$ cat config.mk
export PLATFORM = sky130hd
export DESIGN_NAME = keypad_scan_flat
export DESIGN_NICKNAME = d
export VERILOG_FILES = /design/src/rtl/keypad_pkg.sv /design/src/rtl/keypad_scan_if.sv /design/src/rtl/keypad_debounce.sv /design/src/rtl/two_four_decoder.sv /design/src/rtl/keypad_scan.sv /design/src/flat_wrapper.sv
export SDC_FILE = /design/constraint.sdc
export NUM_CORES = 1
export LEC_CHECK = 0
export ABC_AREA = 0
export CORE_MARGIN = 2
export CORE_UTILIZATION = 55
export CTS_BUF_LIST = sky130_fd_sc_hd__clkbuf_16
export DETAILED_ROUTE_END_ITERATION = 16
export HOLD_SLACK_MARGIN = 0.1
export PLACE_DENSITY_LB_ADDON = 0.3
export SYNTH_ARGS = -nofsm -noshare
export SYNTH_HDL_FRONTEND = slang
export SYNTH_SLANG_ARGS = --single-unit
export TNS_END_PERCENT = 1
$ cat constraint.sdc
create_clock -name scan_clk -period 6.4 [get_ports scan_clk]
set_clock_uncertainty 0.05 [all_clocks]
set_input_delay 0.96 -clock scan_clk [delete_from_list [all_inputs] [get_ports scan_clk]]
set_output_delay 0.96 -clock scan_clk [all_outputs]
set_load 0.005 [all_outputs]
$ cat src/rtl/keypad_pkg.sv
// Shared types for the keypad scanner: scan-candidate encoding,
// debounce FSM states and key-code field widths.
package keypad_pkg;

  localparam int ROW_W  = 2;
  localparam int COL_W  = 2;
  localparam int CODE_W = ROW_W + COL_W;
  localparam int N_ROWS = 4;
  localparam int N_COLS = 4;

  // What one full scan of the matrix saw.
  typedef enum logic [1:0] {
    CAND_NONE  = 2'd0,
    CAND_MULTI = 2'd1,
    CAND_KEY   = 2'd2
  } cand_kind_e;

  // The code field is zero unless kind is CAND_KEY, so plain equality
  // compares candidates correctly.
  typedef struct packed {
    cand_kind_e          kind;
    logic [CODE_W-1:0]   code;
  } cand_t;

  localparam cand_t CAND_RESET = '{kind: CAND_NONE, code: '0};

  typedef enum logic {
    ST_IDLE    = 1'b0,
    ST_PRESSED = 1'b1
  } key_state_e;

endpackage

$ cat src/rtl/keypad_scan_if.sv
// Keypad pins plus the decoded key outputs seen by the countdown control.
interface keypad_scan_if
  import keypad_pkg::*;
  ();
  logic [N_ROWS-1:0] row_n;
  logic [N_COLS-1:0] col_n;
  logic [CODE_W-1:0] key_code;
  logic              key_valid;
  logic              key_down;

  modport master (
    input  row_n,
    output col_n,
    output key_code,
    output key_valid,
    output key_down
  );

  modport slave (
    output row_n,
    input  col_n,
    input  key_code,
    input  key_valid,
    input  key_down
  );
endinterface

$ cat src/rtl/keypad_debounce.sv
// Debounce of per-scan candidates and press/release FSM. A candidate must
// repeat for DEBOUNCE_SCANS consecutive scans before it is acted upon.
module keypad_debounce
  import keypad_pkg::*;
#(
  parameter int DEBOUNCE_SCANS = 4
) (
  input  logic              clk,
  input  logic              rst,
  input  logic              eos,
  input  cand_t             cand,
  output logic [CODE_W-1:0] key_code,
  output logic              key_valid,
  output logic              key_down
);

  localparam int              SC_W   = $clog2(DEBOUNCE_SCANS + 1);
  localparam logic [SC_W-1:0] SC_MAX = SC_W'(DEBOUNCE_SCANS);
  localparam logic [SC_W-1:0] SC_ONE = SC_W'(1);

  key_state_e        state_q, state_d;
  logic [SC_W-1:0]   stable_q, stable_d;
  cand_t             prev_q, prev_d;
  logic [CODE_W-1:0] code_q, code_d;
  logic              valid_q, valid_d;
  logic              down_q, down_d;

  function automatic logic [SC_W-1:0] sat_stable(input logic [SC_W-1:0] v);
    return (v >= SC_MAX) ? SC_MAX : v + SC_ONE;
  endfunction

  // Run-length compare of candidates and press/release decisions at end of scan.
  always_comb begin
    state_d  = state_q;
    stable_d = stable_q;
    prev_d   = prev_q;
    code_d   = code_q;
    valid_d  = 1'b0;
    down_d   = down_q;
    if (eos) begin
      stable_d = (cand == prev_q) ? sat_stable(stable_q) : SC_ONE;
      prev_d   = cand;
      case (state_q)
        ST_IDLE: begin
          if (cand.kind == CAND_KEY && stable_d == SC_MAX) begin
            state_d = ST_PRESSED;
            code_d  = cand.code;
            valid_d = 1'b1;
            down_d  = 1'b1;
          end
        end
        ST_PRESSED: begin
          if (cand.kind == CAND_NONE && stable_d == SC_MAX) begin
            state_d = ST_IDLE;
            down_d  = 1'b0;
          end
        end
        default: state_d = ST_IDLE;
      endcase
    end
  end

  // State and output registers.
  always_ff @(posedge clk or posedge rst) begin
    if (rst) begin
      state_q  <= ST_IDLE;
      stable_q <= '0;
      prev_q   <= CAND_RESET;
      code_q   <= '0;
      valid_q  <= 1'b0;
      down_q   <= 1'b0;
    end else begin
      state_q  <= state_d;
      stable_q <= stable_d;
      prev_q   <= prev_d;
      code_q   <= code_d;
      valid_q  <= valid_d;
      down_q   <= down_d;
    end
  end

  assign key_code  = code_q;
  assign key_valid = valid_q;
  assign key_down  = down_q;

endmodule

$ cat src/rtl/two_four_decoder.sv
// 2-to-4 decoder with active-low one-hot outputs.
module two_four_decoder (
  input  logic [1:0] sel,
  output logic [3:0] y_n
);

  // Exactly one output low, selected by sel.
  always_comb begin
    y_n      = 4'b1111;
    y_n[sel] = 1'b0;
  end

endmodule

$ cat src/rtl/keypad_scan.sv
// 4x4 matrix keypad scanner: walks an active-low column, samples the
// synchronised rows at the end of each column dwell, folds one full scan
// into a candidate and hands it to the debouncer.
module keypad_scan
  import keypad_pkg::*;
#(
  parameter int DWELL          = 4,
  parameter int DEBOUNCE_SCANS = 4
) (
  input  logic         scan_clk,
  input  logic         reset,
  keypad_scan_if.master kp
);

  localparam int              DW_W       = (DWELL > 1) ? $clog2(DWELL) : 1;
  localparam logic [DW_W-1:0] DWELL_LAST = DW_W'(DWELL - 1);

  logic [DW_W-1:0]   dwell_q, dwell_d;
  logic [COL_W-1:0]  col_idx_q, col_idx_d;
  logic [N_ROWS-1:0] row_s1_q, row_s2_q;
  logic [1:0]        cnt_q, cnt_d, cnt_v;
  logic [CODE_W-1:0] code_q, code_d, code_v;
  logic              sample, eos;
  cand_t             cand;

  function automatic logic [1:0] sat_inc2(input logic [1:0] v);
    return (v == 2'd2) ? 2'd2 : v + 2'd1;
  endfunction

  // Two-flop synchroniser; idle rows read as released.
  always_ff @(posedge scan_clk or posedge reset) begin
    if (reset) begin
      row_s1_q <= '1;
      row_s2_q <= '1;
    end else begin
      row_s1_q <= kp.row_n;
      row_s2_q <= row_s1_q;
    end
  end

  // Dwell counter and column index stepping; last dwell cycle is the sample.
  always_comb begin
    sample    = (dwell_q == DWELL_LAST);
    eos       = sample && (col_idx_q == COL_W'(N_COLS - 1));
    dwell_d   = sample ? '0 : dwell_q + 1'b1;
    col_idx_d = sample ? col_idx_q + 1'b1 : col_idx_q;
  end

  // Accumulate pressed keys over a scan; first key seen (column-major) is kept.
  always_comb begin
    cnt_v  = cnt_q;
    code_v = code_q;
    if (sample) begin
      for (int r = 0; r < N_ROWS; r++) begin
        if (!row_s2_q[r]) begin
          if (cnt_v == 2'd0) code_v = {ROW_W'(r), col_idx_q};
          cnt_v = sat_inc2(cnt_v);
        end
      end
    end
    cand = CAND_RESET;
    if (cnt_v == 2'd1) begin
      cand.kind = CAND_KEY;
      cand.code = code_v;
    end else if (cnt_v == 2'd2) begin
      cand.kind = CAND_MULTI;
    end
    cnt_d  = eos ? '0 : cnt_v;
    code_d = eos ? '0 : code_v;
  end

  // Scan sequencing and per-scan accumulator registers.
  always_ff @(posedge scan_clk or posedge reset) begin
    if (reset) begin
      dwell_q   <= '0;
      col_idx_q <= '0;
      cnt_q     <= '0;
      code_q    <= '0;
    end else begin
      dwell_q   <= dwell_d;
      col_idx_q <= col_idx_d;
      cnt_q     <= cnt_d;
      code_q    <= code_d;
    end
  end

  two_four_decoder u_col_dec (
    .sel (col_idx_q),
    .y_n (kp.col_n)
  );

  keypad_debounce #(
    .DEBOUNCE_SCANS (DEBOUNCE_SCANS)
  ) u_debounce (
    .clk       (scan_clk),
    .rst       (reset),
    .eos       (eos),
    .cand      (cand),
    .key_code  (kp.key_code),
    .key_valid (kp.key_valid),
    .key_down  (kp.key_down)
  );

endmodule

$ cat src/flat_wrapper.sv
// flat-port wrapper written by rule: the top's interface ports become plain ports
module keypad_scan_flat import keypad_pkg::*;
#(
  parameter int DWELL          = 4,
  parameter int DEBOUNCE_SCANS = 4
)
  (scan_clk, reset, kp_row_n, kp_col_n, kp_key_code, kp_key_valid, kp_key_down);
  keypad_scan_if kp_i ();
  input  logic scan_clk;
  input  logic reset;
  input wire logic [$bits(kp_i.row_n)-1:0] kp_row_n;
  output wire logic [$bits(kp_i.col_n)-1:0] kp_col_n;
  output wire logic [$bits(kp_i.key_code)-1:0] kp_key_code;
  output wire logic [$bits(kp_i.key_valid)-1:0] kp_key_valid;
  output wire logic [$bits(kp_i.key_down)-1:0] kp_key_down;
  assign kp_i.row_n = kp_row_n;
  assign kp_col_n = kp_i.col_n;
  assign kp_key_code = kp_i.key_code;
  assign kp_key_valid = kp_i.key_valid;
  assign kp_key_down = kp_i.key_down;
  keypad_scan #(.DWELL(DWELL), .DEBOUNCE_SCANS(DEBOUNCE_SCANS)) u_core (.scan_clk(scan_clk), .reset(reset), .kp(kp_i));
endmodule
==> reports/metrics.cfg <==
[run_status]
outcome = completed

[logic_synthesis]
synth_seq_cells = 34
synth_area_leaders = dfrtp_1 (31%), dfstp_2 (10%), ha_1 (9.0%), inv_1 (4.3%), nand2_1 (4.0%)
synth.net_count = 226
synth_top_cell_area_share = 0.3131
synth_top_area_cell = dfrtp_1
synthesis.area_sq_um = 2078
synth.yosys.seq_area_share = 0.4142
yosysWarnings = 0
syn-instance-count = 205
synth_edf_count = 0
async_flop_share = 1.000
yosys.cell_types.count = 63
yosysMostFrequentCell = dfrtp_1
ys.flop_type = dfrtp_1
syn_avg_cell_area_sq_um = 10.14
netlist_top_cells_count = dfrtp_1 (26), inv_1 (24), nand2_1 (22), nor2_1 (17), ha_1 (15)

[layout]
final_cells = 271
insertedDiodeCount = 0
layout-drive-gt1-share = 0.1570
syn2layout_area_growth_pct = 15.11
nNetsFinal = 243
fillCellCount = 305

[sta]
slew_headroom = 0.4185
period_minus_slack_ns = 5.241
setup_viol = 0
finalCritPeriodShare = 0.8189
tightest_slew_ns = 0.8690
hold_violations = 0
finalWorstSetupSlack_ns = 1.159
fin_setup_tns_ns = 0
maxSlewViolCount = 0
rsz0062_at_grt = no
max_freq_ghz = 0.1908

[route]
drc = 0
vias = 1530
drt_iter0_markers = 80
antenna_left = 0
finalWirelength_um = 4002
viasPerCell = 5.646
dr.pass1.iters = 4
wl_per_cell_um = 14.77

[die]
die_y_um = 65.47
num_io_pins = 16
design.die.area_sq_um = 4286
design.core.area_sq_um = 3633
start_util = 0.5720
rows = 22
die_x_um = 65.47

[placement]
place_inst = 263
gp_congestion = 0.8757
hpwlAfterDp_um = 2809
io_buffers = 15
pre_cts_ws_ns = 1.252

[clock_tree]
root_buffer = clkbuf_16
ctsResizeCount = 0
clk_pin_slew_ns = 0.06
post-cts-setup-buffer-count = 0
cts_buffers = 5
cts_tree = built
cts_hold_buf = 0
clock_latency_ns = 0.28
ctsHtreeMaxLevel = 2
cts.sinks = 34
clk_path_buf_depth = 2

[pwr]
power_density_nw_per_um2 = 267.4
vdd_ir_drop_max_uv = 182.1
leakagePower_uw = 0.001090

[global_routing]
grt_use_total = 0.2104
grt_pass1_vias = 1460
overflow = 0
antenna_found_initial = 0
grt_pass1_wl_um = 6796
grt_max_degree = 35

[setup_path]
slowest_stage = ha_1
crit_type = reg2reg
crit_buf_inv = 1
crit_required_ns = 6.51
crit_fanout = 16
worstSetupStartpointType = register
endpoint_kind = register
cp_cell_sequence = inv_1, ha_1, mux2i_1, ha_1, o21ai_0, ha_1, nand2_1, o21a_1, ha_1, nor2_1, a21oi_1, mux2i_1, ha_1, o21ai_0, a2111oi_2, o221ai_1, nor4_4, nand4_4, mux2_4
cpPeakStageDelay_ns = 0.53
worstPathArrival_ns = 5.35
r2r_cells = 19
path_depth = 19
critPathTopFamily = adder cells
cpMostUsedCell = ha_1

[hold_path]
min_path_cells = 0
hold_class = reg2reg

[job]
drv_cap = 0

==> power by group <==
group / internal (uW) / leakage, uW / switching, uW
registers: 243 / 0.000434 / 25.4
logic: 60.1 / 0.000580 / 80.9
clock network: 142 / 0.0000750 / 88.1
total: 445 / 0.00109 / 194
==> through the flow <==
step	total power [uW]	area, sq um	hold WS (ns)	util
floorplan	379.6	2078	0.2952	-
global placement	404.1	2250	0.2964	0.6191
detailed placement	409.8	2250	0.2968	0.6191
CTS	641.7	2392	0.3067	0.6584
global route	671.3	2392	0.3093	0.6584
finish	639.7	2392	0.3051	0.6584
==> final timing paths <==
path                       slack [ns]               start                            end
hold / removal                   0.31  u_core.row_s1_q[2]             u_core.row_s2_q[2]
min in group asynchronous        1.04               reset    u_core.u_debounce.prev_q[2]
hold reg to reg                  0.31  u_core.row_s1_q[2]             u_core.row_s2_q[2]
setup / recovery                 1.16     u_core.cnt_q[0]  u_core.u_debounce.key_code[0]
max in group asynchronous        4.94               reset             u_core.row_s1_q[3]
setup reg to reg                 1.16     u_core.cnt_q[0]  u_core.u_debounce.key_code[0]
==> layout by cell type, fill, tap and decap left out, types with 3 or more instances in the layout <==
cell | Yosys | final
ha_1 | 15 | 15
clkdlybuf4s50_1 | 0 | 15
nand2b_1 | 4 | 4
dfrtp_1 | 26 | 26
nor2_1 | 17 | 17
mux2i_1 | 6 | 6
nor3_1 | 3 | 3
nand2_1 | 22 | 22
and3_1 | 3 | 3
inv_1 | 24 | 25
dfstp_2 | 8 | 8
o21ai_0 | 9 | 9
a21oi_1 | 6 | 6
clkbuf_16 | 0 | 5
mux2_4 | 3 | 3
==> state kept, by name (all words and copies together), names as in the netlist <==
signal                       count
u_core.u_debounce.key_valid      1
u_core.col_idx_q                 2
u_core.row_s2_q                  4
u_core.row_s1_q                  4
u_core.u_debounce.stable_q       3
u_core.dwell_q                   2
u_core.u_debounce.key_code       4
u_core.code_q                    4
u_core.u_debounce.key_down       1
u_core.cnt_q                     2
u_core.u_debounce.prev_q         6
u_core.u_debounce.state_q        1
==> layout make-up <==
type                    instances  area [sq um]  share of cell area
flip-flops and latches         34         860.8              0.3598
clock buffers                   5         125.1             0.05230
repair buffers                 16         157.7             0.06590
clock inverters                 3         17.52            0.007322
inverters                      24         90.09             0.03766
well taps                      48         60.06             0.02510
multi-input cells             141          1081              0.4519
==> logic make-up (layout without fill, tap and decap cells) <==
kind of cell,Yosys count,after routing,share of synthesized area
XOR/XNOR,2,2,0.008430
flip-flops,34,34,0.4142
multiplexers,10,10,0.05599
AO/OA/AOI/OAI,42,42,0.1547
AND/OR/NAND/NOR,72,72,0.2107
adder cells (fa/ha/maj),15,15,0.09031
buffers and inverters,30,48,0.06562
==> metal layers <==
metal / share of wire / vias up / track usage
met5: 0 / - / 0
met4: 0.019 / 0 / 0.08073
met3: 0.031 / 9 / 0.04966
met2: 0.50 / 25 / 0.3355
met1: 0.45 / 744 / 0.2787
li1: - / 752 / -
Power figures use the tool's default switching activity.
==> patch 1: new RTL, config.mk and constraints unchanged <==
`DWELL` is set to 4 in 2 places; all go to 8.
--- a/src/rtl/keypad_scan.sv
+++ b/src/rtl/keypad_scan.sv
@@ -6,3 +6,3 @@
 #(
-  parameter int DWELL          = 4,
+  parameter int DWELL          = 8,
   parameter int DEBOUNCE_SCANS = 4
--- a/src/flat_wrapper.sv
+++ b/src/flat_wrapper.sv
@@ -3,3 +3,3 @@
 #(
-  parameter int DWELL          = 4,
+  parameter int DWELL          = 8,
   parameter int DEBOUNCE_SCANS = 4
Formal check against the unedited RTL: not equivalent (a bounded check fails within 10 cycles, from zero or initial values and one cycle with reset high).
==> patch 1 against the unedited design <==
- setup slack improved by 0.14 ns
- wire length fell by 2.7%
- total power rose by 18%
- critical path depth fell by 1
- sequential cell count rose by 1
- design area fell by 2.6%
- utilization rose by 2.4 points
- synthesized area fell by 3.5%
- largest power group unchanged
- critical endpoint is now u_core.u_debounce.key_code[2]$_DFFE_PP0P_
==> patch 1: results (changes against the unedited design) <==
grt_first_pass_wirelength_mm: 7.065  # +4.0%
arrival_ns: 5.21  # -0.14 ns
cts_resized: 0  # unchanged
grt_pass1_vias: 1517  # +3.9%
grt_use_total_pct: 22.08  # +1.0 points
startpoint: "u_core.cnt_q[0]$_DFF_PP0_"
nFillCells: 264  # -13%
crit_end: "u_core.u_debounce.key_code[2]$_DFFE_PP0P_"
leakage_nw: 1.100  # +0.90%
netlist_area_sq_um: 2006  # -3.5%
routed_wl_mm: 3.892  # -2.7%
largest_reg_flops: 6  # unchanged
placed_cells: 257  # -2.3%
ys_types: 49  # -22%
grt_max_degree: 36  # +2.9%
drtIter0Drc: 85  # +6.3%
firstDrtPassIters: 5  # +1
viasPerCell: 5.694  # +0.86%
synth_seq_area_share_pct: 44.17  # +2.7 points
dp_hpwl_mm: 2.807  # about the same
worstMarginPinSlew_ns: 0.6864  # -0.1826 ns
fin_crit_sh_pct: 79.76  # -2.1 points
ys_top_cells_by_count: "nand2_1, dfrtp_1, inv_1"
syn_nets: 224  # -0.88%
power_density_nw_per_um2: 324.7  # +21%
reg2reg_slack_ns: 1.30  # +0.14 ns
fin_nets: 240  # -1.2%
status: "finished clean"
gp_congestion: 0.9123  # +4.2%
drive_gt1_share_pct: 12.33  # -3.4 points
intPower_mw: 0.4969  # +12%
cp_max_fo: 12  # -4
## patch 1: power groups by stage
stage | registers [mW] | logic [mW] | clock network [mW]
floorplan | 0.265 | 0.217 | 0
global placement | 0.272 | 0.250 | 0
detailed placement | 0.273 | 0.259 | 0
CTS | 0.269 | 0.261 | 0.227
global route | 0.273 | 0.295 | 0.239
finish | 0.270 | 0.262 | 0.225
## patch 1: critical path, stage by stage (launching register included)
cell	delay [ns]
dfrtp_1	0.40
inv_1	0.08
ha_1	0.30
mux2i_2	0.36
ha_1	0.34
a21oi_1	0.20
ha_1	0.20
inv_1	0.05
mux2_2	0.27
ha_1	0.27
nor2_1	0.08
a21oi_1	0.06
mux2i_1	0.38
ha_1	0.44
nand2_1	0.14
mux2_4	0.30
a21o_1	0.26
nor4_4	0.42
mux2_1	0.36
## patch 1: metal layers
layer,share of wire (%),track usage (%)
met1,46,30.06
met2,46,34.64
met3,6.0,4.577
met4,2.1,8.511
met5,0,0
## patch 1: layout make-up
type / count / area [sq um] / area share (%)
Clock inverter: 3 / 12.51 / 0.5368
Multi-Input combinational cell: 140 / 1017 / 43.64
Clock buffer: 5 / 125.1 / 5.368
Sequential cell: 35 / 885.9 / 38.00
Inverter: 20 / 75.07 / 3.221
Timing Repair Buffer: 16 / 157.7 / 6.763
Tap cell: 46 / 57.56 / 2.469
## patch 1: worst min path at each step
stage	end	cells after the start	from	slack [ns]
global route	u_core.row_s2_q[2]$_DFF_PP1_	0	u_core.row_s1_q[2]$_DFF_PP1_	0.31
floorplan	u_core.row_s2_q[0]$_DFF_PP1_	0	u_core.row_s1_q[0]$_DFF_PP1_	0.30
detailed placement	u_core.row_s2_q[1]$_DFF_PP1_	0	u_core.row_s1_q[1]$_DFF_PP1_	0.30
CTS	u_core.row_s2_q[1]$_DFF_PP1_	0	u_core.row_s1_q[1]$_DFF_PP1_	0.30
global placement	u_core.row_s2_q[0]$_DFF_PP1_	0	u_core.row_s1_q[0]$_DFF_PP1_	0.30
finish	u_core.row_s2_q[1]$_DFF_PP1_	0	u_core.row_s1_q[1]$_DFF_PP1_	0.30
## patch 1: cell families (layout without fill, tap and decap cells)
| group | after synthesis | after routing | synth area share (%) |
|---|---|---|---|
| xor gates and xnor gates | 2 | 2 | 0.8735 |
| and+or+nand+nor | 65 | 65 | 15.78 |
| buffers and inverters | 27 | 44 | 5.115 |
| muxes | 14 | 14 | 7.673 |
| AOI/OAI and AO/OA | 43 | 43 | 16.41 |
| DFF | 35 | 35 | 44.17 |
| adders and majority gates | 16 | 16 | 9.981 |
## patch 1: per-stage QoR
stage	hold slack, ns	cell area [sq um]	util, %
floorplan	0.2952	2006	-
global placement	0.2963	2193	64.21
detailed placement	0.2972	2193	64.21
CTS	0.3044	2331	68.24
global route	0.3078	2331	68.24
finish	0.3033	2331	68.24
==> patch 2: new RTL, same flow settings <==
Without the edit above. Make the reset (`reset` and `rst`) synchronous in 3 clocked blocks.
--- a/src/rtl/keypad_debounce.sv
+++ b/src/rtl/keypad_debounce.sv
@@ -63,3 +63,3 @@
   // State and output registers.
-  always_ff @(posedge clk or posedge rst) begin
+  always_ff @(posedge clk) begin
     if (rst) begin
--- a/src/rtl/keypad_scan.sv
+++ b/src/rtl/keypad_scan.sv
@@ -30,3 +30,3 @@
   // Two-flop synchroniser; idle rows read as released.
-  always_ff @(posedge scan_clk or posedge reset) begin
+  always_ff @(posedge scan_clk) begin
     if (reset) begin
@@ -72,3 +72,3 @@
   // Scan sequencing and per-scan accumulator registers.
-  always_ff @(posedge scan_clk or posedge reset) begin
+  always_ff @(posedge scan_clk) begin
     if (reset) begin
Behaviour: differs if reset is asserted again (counterexample within 10 cycles, from zero or initial values and one cycle with reset high); with reset held inactive, the same outputs for 10 cycles.
==> patch 2 against the unedited design <==
- setup slack improved by 0.29 ns
- design area decreased by 1.8%
- non-clock buffer count decreased by 1
- via count increased by 8.0%
- wire length increased by 3.3%
- synthesized area decreased by 1.7%
- sequential cell count unchanged
- critical endpoint is now u_core.u_debounce.key_code[0]$_SDFFE_PP0P_
Power is not compared: it rests on default switching activity, and its combinational part moved more than twofold at a synthesized area within 25%.
==> patch 2: results (changes against the unedited design) <==
clock.fmax_mhz: 202.1  # +5.9%
arrival_ns: 5.06  # -0.29 ns
placed_area_sq_um: 2211  # -1.7%
critPathMaxStageDelay_ns: 0.48  # -0.05 ns
async_flop_share_pct: 0  # -100 points
drtIter0Drc: 103  # +29%
grt_max_degree: 37  # +5.7%
syn_nets: 256  # +13%
grt_pass1_vias: 1577  # +8.0%
dr_wl_met3_um: 219  # +75%
grt_first_pass_wirelength_mm: 7.286  # +7.2%
clock-root-buffer: "clkbuf_16"
gp_congestion: 0.8396  # -4.1%
wl_met1_mm: 1.881  # +3.6%
dp_hpwl_mm: 2.978  # +6.0%
synth_seq_area_share_pct: 33.31  # -8.1 points
grt_util_met2_pct: 38.14  # +4.6 points
drive_gt1_share_pct: 13.25  # -2.4 points
vias: 1653  # +8.0%
status: "finished clean"
ys_top_cells_by_count: "dfxtp_1, nor2_1, inv_1"
r2r-end: "u_core.u_debounce.key_code[0]$_SDFFE_PP0P_"
routed_wl_mm: 4.136  # +3.3%
reg2reg_slack_ns: 1.45  # +0.29 ns
tritoncts.num_buffers: 5  # unchanged
use_met3_pct: 4.688  # -0.28 points
port_buffers: 15  # unchanged
clk_pin_slew_ns: 0.05
startpoint: "u_core.cnt_q[0]$_SDFF_PP0_"
rr_worst_depth: 20  # +1
synth-compound-area-share_pct: 15.86  # +0.39 points
cts_setup_buffers: 0  # unchanged
crit_end: "u_core.u_debounce.key_code[0]$_SDFFE_PP0P_"
wl_met2_mm: 1.977  # -0.30%
synth_area_leaders: "dfxtp_1, ha_1, mux2i_1"
relSlewSlack_pct: 27.89  # -14 points
num_antenna_cells: 0  # unchanged
path_common_cell: "ha_1"
use_met1_pct: 28.08  # +0.21 points
fin_nets: 268  # +10%
ys_types: 56  # -11%
grt_use_total_pct: 22.38  # +1.3 points
synth_xor_area_share_pct: 1.715  # +0.87 points
synth_mux_area_share_pct: 8.941  # +3.3 points
cp_max_fo: 15  # -1
synthAdderAreaFrac_pct: 8.573  # -0.46 points
## patch 2: cell types whose count changed in the layout (fill, tap and decap cells not counted), moves of 6 or more
cell / delta
dfstp_2: -8
or2_2: +8
a21oi_1: +9
dfrtp_1: -26
nand2_1: -8
nor2_1: +7
dfxtp_1: +34
inv_1: -6
## patch 2: area by class of cell
type | instances | area [sq um]
clock buffer | 5 | 125.1
clock inverter | 3 | 12.51
fill | 309 | 1257
inverter | 18 | 67.56
multi-input combinational | 174 | 1252
sequential | 34 | 680.7
tap | 48 | 60.06
timing repair buffer | 15 | 150.1
## patch 2: metrics by stage
step,std cells,hold WS (ns)
2_1_floorplan,236,0.3395
3_3_place_gp,289,0.3445
3_5_place_dp,289,0.3436
4_1_cts,297,0.3558
5_1_grt,297,0.3716
6_report,297,0.3548
## patch 2: worst min path at each step
stage                                        from                       endpoint  slack (ns)  cells after the start
floorplan           u_core.row_s1_q[0]$_SDFF_PP1_  u_core.row_s2_q[0]$_SDFF_PP1_        0.34                      1
global placement    u_core.row_s1_q[2]$_SDFF_PP1_  u_core.row_s2_q[2]$_SDFF_PP1_        0.34                      1
detailed placement  u_core.row_s1_q[0]$_SDFF_PP1_  u_core.row_s2_q[0]$_SDFF_PP1_        0.34                      1
CTS                 u_core.row_s1_q[0]$_SDFF_PP1_  u_core.row_s2_q[0]$_SDFF_PP1_        0.36                      1
global route        u_core.row_s1_q[0]$_SDFF_PP1_  u_core.row_s2_q[0]$_SDFF_PP1_        0.37                      1
finish              u_core.row_s1_q[0]$_SDFF_PP1_  u_core.row_s2_q[0]$_SDFF_PP1_        0.35                      1
## patch 2: power breakdown
part | internal (mW) | total [mW] | switching (mW)
Clock | 0.140 | 0.224 | 0.0837
Combinational | 0.0280 | 0.0586 | 0.0306
Sequential | 0.218 | 0.225 | 0.00634
